### src/rtl/pwm_bank_if.sv
// Register bus between a processor and the PWM bank.
// The master drives the strobes, address and write data; the slave returns registered read data.
interface pwm_bank_if #(
    parameter int AW = 8
);
    logic          cs;
    logic          rd;
    logic          wr;
    logic [AW-1:0] addr;
    logic [31:0]   d_in;
    logic [31:0]   d_out;

    modport master (output cs, rd, wr, addr, d_in, input d_out);
    modport slave  (input cs, rd, wr, addr, d_in, output d_out);
endinterface

### src/rtl/pwm_bank.sv
// Bank of NCH PWM channels with double-buffered period/duty and a global counter sync.
// pwm_chan holds one channel's state; pwm_bank decodes the bus and muxes the read data.

module pwm_chan #(
    parameter int CW = 32
) (
    input  logic          clk,
    input  logic          rst,
    input  logic          ctrl_we,
    input  logic          per_we,
    input  logic          duty_we,
    input  logic          sync,
    input  logic [CW-1:0] wdata,
    output logic          en,
    output logic          pol,
    output logic [CW-1:0] per_pend,
    output logic [CW-1:0] duty_pend,
    output logic [CW-1:0] cnt,
    output logic          pwm
);
    localparam logic [CW-1:0] ONE = CW'(1);

    logic          en_q, en_d, pol_q, pol_d, pwm_q, pwm_d;
    logic [CW-1:0] per_pend_q, per_pend_d, duty_pend_q, duty_pend_d;
    logic [CW-1:0] per_act_q, per_act_d, duty_act_q, duty_act_d;
    logic [CW-1:0] cnt_q, cnt_d;
    logic          wrap, load;

    always_comb begin
        en_d        = ctrl_we ? wdata[0] : en_q;
        pol_d       = ctrl_we ? wdata[1] : pol_q;
        per_pend_d  = per_we  ? wdata    : per_pend_q;
        duty_pend_d = duty_we ? wdata    : duty_pend_q;
        // A zero active period behaves as a wrap on every cycle.
        wrap        = (per_act_q == '0) || (cnt_q == per_act_q - ONE);
        // Loads sample the pending registers before this edge's write lands,
        // so a write coinciding with a wrap waits for the following wrap.
        load        = !en_q || !en_d || sync || wrap;
        cnt_d       = load ? '0          : cnt_q + ONE;
        per_act_d   = load ? per_pend_q  : per_act_q;
        duty_act_d  = load ? duty_pend_q : duty_act_q;
        pwm_d       = pol_q;
        if (en_q && (per_act_q != '0))
            pwm_d = (cnt_q < duty_act_q) ^ pol_q;
    end

    always_ff @(posedge clk) begin
        if (rst) begin
            en_q        <= 1'b0;
            pol_q       <= 1'b0;
            per_pend_q  <= '0;
            duty_pend_q <= '0;
            per_act_q   <= '0;
            duty_act_q  <= '0;
            cnt_q       <= '0;
            pwm_q       <= 1'b0;
        end else begin
            en_q        <= en_d;
            pol_q       <= pol_d;
            per_pend_q  <= per_pend_d;
            duty_pend_q <= duty_pend_d;
            per_act_q   <= per_act_d;
            duty_act_q  <= duty_act_d;
            cnt_q       <= cnt_d;
            pwm_q       <= pwm_d;
        end
    end

    assign en        = en_q;
    assign pol       = pol_q;
    assign per_pend  = per_pend_q;
    assign duty_pend = duty_pend_q;
    assign cnt       = cnt_q;
    assign pwm       = pwm_q;
endmodule

module pwm_bank #(
    parameter int NCH = 8,
    parameter int CW  = 32,
    parameter int AW  = 8
) (
    input  logic           clk,
    input  logic           rst,
    pwm_bank_if.slave      bus,
    output logic [NCH-1:0] pwm
);
    localparam logic [AW-1:0] SYNC_ADDR = AW'(8'hF0);

    logic                   wr_en, rd_en;
    logic [NCH-1:0]         ctrl_we, per_we, duty_we, sync;
    logic [NCH-1:0]         en, pol;
    logic [NCH-1:0][CW-1:0] per_pend, duty_pend, cnt;
    logic [31:0]            rd_data, d_out_q, d_out_d;

    assign wr_en = bus.cs && bus.wr && !bus.rd;
    assign rd_en = bus.cs && bus.rd && !bus.wr;

    always_comb begin
        ctrl_we = '0;
        per_we  = '0;
        duty_we = '0;
        sync    = '0;
        for (int k = 0; k < NCH; k++) begin
            ctrl_we[k] = wr_en && (bus.addr == AW'(k * 16));
            per_we[k]  = wr_en && (bus.addr == AW'(k * 16 + 4));
            duty_we[k] = wr_en && (bus.addr == AW'(k * 16 + 8));
            sync[k]    = wr_en && (bus.addr == SYNC_ADDR) && bus.d_in[k];
        end
    end

    for (genvar k = 0; k < NCH; k++) begin : g_chan
        pwm_chan #(.CW(CW)) u_chan (
            .clk      (clk),
            .rst      (rst),
            .ctrl_we  (ctrl_we[k]),
            .per_we   (per_we[k]),
            .duty_we  (duty_we[k]),
            .sync     (sync[k]),
            .wdata    (bus.d_in[CW-1:0]),
            .en       (en[k]),
            .pol      (pol[k]),
            .per_pend (per_pend[k]),
            .duty_pend(duty_pend[k]),
            .cnt      (cnt[k]),
            .pwm      (pwm[k])
        );
    end

    // Anything not matching a channel register (including SYNC) reads as zero.
    always_comb begin
        rd_data = '0;
        for (int k = 0; k < NCH; k++) begin
            if (bus.addr == AW'(k * 16))      rd_data = {30'b0, pol[k], en[k]};
            if (bus.addr == AW'(k * 16 + 4))  rd_data = 32'(per_pend[k]);
            if (bus.addr == AW'(k * 16 + 8))  rd_data = 32'(duty_pend[k]);
            if (bus.addr == AW'(k * 16 + 12)) rd_data = 32'(cnt[k]);
        end
        d_out_d = rd_en ? rd_data : d_out_q;
    end

    always_ff @(posedge clk) begin
        if (rst) d_out_q <= '0;
        else     d_out_q <= d_out_d;
    end

    assign bus.d_out = d_out_q;
endmodule

### src/flat_wrapper.sv
// flat-port wrapper written by rule: the top's interface ports become plain ports
module pwm_bank_flat 
#(
    parameter int NCH = 8,
    parameter int CW  = 32,
    parameter int AW  = 8
)
  (clk, rst, pwm, bus_cs, bus_rd, bus_wr, bus_addr, bus_d_in, bus_d_out);
  pwm_bank_if #(.AW(AW)) bus_i ();
  input  logic clk;
  input  logic rst;
  output logic [NCH-1:0] pwm;
  input wire logic [$bits(bus_i.cs)-1:0] bus_cs;
  input wire logic [$bits(bus_i.rd)-1:0] bus_rd;
  input wire logic [$bits(bus_i.wr)-1:0] bus_wr;
  input wire logic [$bits(bus_i.addr)-1:0] bus_addr;
  input wire logic [$bits(bus_i.d_in)-1:0] bus_d_in;
  output wire logic [$bits(bus_i.d_out)-1:0] bus_d_out;
  assign bus_i.cs = bus_cs;
  assign bus_i.rd = bus_rd;
  assign bus_i.wr = bus_wr;
  assign bus_i.addr = bus_addr;
  assign bus_i.d_in = bus_d_in;
  assign bus_d_out = bus_i.d_out;
  pwm_bank #(.NCH(NCH), .CW(CW), .AW(AW)) u_core (.clk(clk), .rst(rst), .bus(bus_i), .pwm(pwm));
endmodule
### config.mk
export PLATFORM = sky130hd
export DESIGN_NAME = pwm_bank_flat
export DESIGN_NICKNAME = d
export VERILOG_FILES = /design/src/rtl/pwm_bank_if.sv /design/src/rtl/pwm_bank.sv /design/src/flat_wrapper.sv
export SDC_FILE = /design/constraint.sdc
export NUM_CORES = 2
export LEC_CHECK = 0
export CORE_MARGIN = 8
export CORE_UTILIZATION = 60
export CTS_BUF_LIST = sky130_fd_sc_hd__clkbuf_4
export DETAILED_ROUTE_END_ITERATION = 7
export GPL_ROUTABILITY_DRIVEN = 1
export GPL_TIMING_DRIVEN = 1
export MAX_ROUTING_LAYER = met4
export PLACE_DENSITY = 0.77
export SYNTH_ARGS = -nofsm -noshare
export SYNTH_HDL_FRONTEND = slang
export SYNTH_SLANG_ARGS = --single-unit
### constraint.sdc
create_clock -name clk -period 8.3 [get_ports clk]
set_input_delay 2.49 -clock clk [delete_from_list [all_inputs] [get_ports clk]]
set_output_delay 2.49 -clock clk [all_outputs]
set_load 0.01 [all_outputs]
==> results.py <==
metrics = {
    "synthesis": {
        "synth_edf_count": 0,
        "syn_avg_cell_area_sq_um": 8.053,
        "synth_fa_ha_area_share_pct": 4.819,
        "syn_area_sq_um": 70820,
        "synth.distinct_cells": 90,
        "synth_nets": 9112,
        "ys_seq_area_share_pct": 37.76,
        "synth_xor_area_share_pct": 6.888,
        "syn_inst": 8795,
        "synth_ff_type": "dfxtp_1",
        "synthArstFlopShare_pct": 0,
        "synth_seq_cells": 1336,
        "ys_warn_count": 0,
        "synth_top_family_by_area": "simple AND/OR/NAND/NOR gates",
        "synth-simple-area-share_pct": 22.20,
        "synth.area.mux_share_pct": 8.708,
        "synth_compound_area_share_pct": 14.21,
    },
    "routing": {
        "drt_iter0_drc": 9067,
        "ant_nets": 0,
        "vias": 67840,
        "viasPerCell": 6.437,
        "drcViolationCount": 0,
        "wirelength_um": 279500,
        "first_pass_iters": 7,
        "drt-wirelength-per-cell_um": 26.52,
    },
    "layout": {
        "final_cell_mix": "nand2_1, dfxtp_1, nor2_1, a21oi_1, mux2i_1",
        "final_area_sq_um": 76760,
        "fillers": 10180,
        "nNetsFinal": 9079,
        "multiInputGateArea_sq_um": 40520,
        "drive_above_1_share_pct": 9.433,
        "regArea_sq_um": 26750,
        "mostFrequentLayoutCell": "nand2_1",
        "area.growth.synth_to_final_pct": 8.377,
        "final_cells": 10540,
    },
    "timing": {
        "setup_violations": 0,
        "fmax_ghz": 0.1559,
        "fin_crit_ns": 6.416,
        "fin_skew_ns": 0.07952,
        "worstMarginPinSlew_ns": 1.217,
        "tns_ns": 0,
        "period_share_pct": 77.31,
        "hold_viol": 0,
        "whs_ns": 0.4607,
        "slew_violations": 0,
        "max-slew-margin-rel_pct": 18.79,
        "rsz0062_at_grt": "no",
    },
    "setup_path": {
        "start_kind": "primary input",
        "arrival_ns": 7.65,
        "worstPathRequired_ns": 9.53,
        "r2r_slack_ns": 3.55,
        "crit_path_end_kind": "flop",
        "crit_fanout": 23,
        "worstSetupPathType": "in -> reg",
    },
    "run_status": {
        "status": "completed",
    },
    "clocking": {
        "cts_setup_buffers": 0,
        "cts_tree": "done",
        "clock-sinks": 1336,
        "cts_resized": 0,
        "ctsHtreeMaxLevel": 5,
        "clk_path_buf_depth": 4,
        "clk_pin_slew_ns": 0.07,
        "clk-insertion-delay-late_ns": 1.36,
        "holdBufCountCts": 0,
        "cts_inserted_buffers": 366,
        "cts_root_buf": "clkbuf_4",
    },
    "die": {
        "die-area_sq_um": 129300,
        "std_cell_rows": 126,
        "start_util_pct": 60.22,
        "io_pins": 85,
        "floorplan.die.width_um": 359.6,
        "core-area_sq_um": 117600,
        "dieHeight_um": 359.6,
    },
    "power": {
        "swShare_pct": 25.35,
        "power.switching_mw": 3.234,
        "pwr-share-comb_pct": 3.8,
        "power.leakage_nw": 26.85,
        "irDropWorstVdd_v": 0.0001740,
        "report.power.total_mw": 12.76,
        "p_int_mw": 9.524,
        "p_clk_share_pct": 45.8,
        "p_per_area_nw_per_um2": 166.2,
        "power_frac_seq_pct": 50.4,
    },
    "run": {
        "cap_viol_max_count": 0,
    },
    "place": {
        "place_hpwl_um": 193100,
        "placed_area_sq_um": 72390,
        "place_inst": 9930,
        "gp_congestion": 1.020,
        "numPortBuffers": 84,
    },
    "grt": {
        "grt_max_degree": 208,
        "grt_overflow": 0,
        "antenna_found_initial": 19,
        "grt_pass1_wl_um": 408500,
        "grt_pass1_vias": 62390,
        "grt_usage_pct": 42.28,
    },
    "worst_hold_path": {
        "hp-class": "reg -> reg",
    },
}
## final timing paths
path,start,to,cells past startpoint
max,bus_addr[5],u_core.bus.d_out[21],10
min reg2reg,u_core.g_chan[3].u_chan.duty_pend[18],u_core.g_chan[3].u_chan.duty_act_q[18],2
min,u_core.g_chan[3].u_chan.duty_pend[18],u_core.g_chan[3].u_chan.duty_act_q[18],2
max reg2reg,u_core.g_chan[4].u_chan.per_act_q[1],u_core.g_chan[4].u_chan.duty_act_q[27],12
## through the flow
step	util (%)	setup slack, ns
after floorplan	-	2.980
after global placement	61.55	0.9158
after detailed placement	61.55	0.8402
after CTS	65.21	2.209
after global routing	65.26	1.880
final	65.27	1.884
## state kept, by name, indices dropped and copies added, names as in the netlist
signal                           cells
u_core.g_chan.u_chan.duty_pend     256
u_core.g_chan.u_chan.en              8
u_core.g_chan.u_chan.duty_act_q    256
u_core.g_chan.u_chan.pol             8
u_core.g_chan.u_chan.per_pend      256
u_core.g_chan.u_chan.per_act_q     256
u_core.g_chan.u_chan.cnt           256
u_core.g_chan.u_chan.pwm             8
u_core.bus.d_out                    32
## worst max-delay path, cell delays in order
cell             delay, ns
clkdlybuf4s50_1       0.83
nand2_1               0.30
or3_1                 0.58
nor2_2                0.98
a221oi_1              0.45
nand2_1               0.28
o221ai_1              0.25
a31oi_1               0.71
o221ai_1              0.41
a311oi_1              0.34
## routing by layer
metal,track usage [%],wire length (um),up-vias
li1,-,-,30410
met1,54.11,110000,32460
met2,60.25,117100,4098
met3,10.21,33040,861
met4,25.54,19410,0
met5,-,0,-
## cell type report
class | instances | share of cell area, %
multi-input cells | 6517 | 52.79
diodes | 24 | 0.07824
well taps | 1536 | 2.504
repair buffers | 235 | 2.678
clock inverters | 70 | 0.5705
flip-flops and latches | 1336 | 34.84
inverters | 306 | 1.496
clock buffers | 515 | 5.037
## Yosys cell counts, types with 29 or more instances
cell type | number | area [sq um]
nand4_1 | 118 | 738.2
or4_1 | 48 | 360.4
xnor2_1 | 301 | 2636
nand2b_1 | 173 | 1082
nor4_1 | 103 | 644.4
o21ai_0 | 226 | 1131
o22ai_1 | 40 | 250.2
clkbuf_1 | 548 | 2057
or3_1 | 34 | 212.7
a21o_1 | 77 | 578.1
buf_2 | 36 | 180.2
a311oi_1 | 29 | 254.0
mux2_2 | 59 | 664.4
nor2b_1 | 38 | 237.7
a221oi_1 | 61 | 534.3
xor2_1 | 256 | 2242
a31oi_1 | 54 | 337.8
inv_1 | 306 | 1149
ha_1 | 272 | 3403
o221ai_1 | 61 | 534.3
nand3_1 | 181 | 905.9
nor2_1 | 978 | 3671
a211oi_1 | 30 | 225.2
nand2_1 | 1403 | 5266
a2111oi_0 | 34 | 297.8
dfxtp_1 | 1336 | 26750
nor3_1 | 128 | 640.6
a21oi_1 | 748 | 3744
nor3b_1 | 50 | 375.4
and3_1 | 69 | 431.7
a22oi_1 | 86 | 645.6
mux2i_1 | 543 | 5435
## power by group through the flow
stage                     clock network [mW]  logic [mW]  registers [mW]
after floorplan                            0       0.220            6.57
after global placement                     0       0.460            6.57
after detailed placement                   0       0.461            6.57
after CTS                               5.87       0.461            6.43
after global routing                    6.21       0.485            6.42
final                                   5.84       0.486            6.43
## kinds of logic after synthesis
| family | after synthesis |
|---|---|
| DFF | 1336 |
| xor gates and xnor gates | 557 |
| AOI/OAI and AO/OA | 1623 |
| adders and majority gates | 273 |
| muxes | 605 |
| and+or+nand+nor | 3459 |
| buffers and inverters | 942 |
Note: power is estimated with default switching activity, not from simulation.
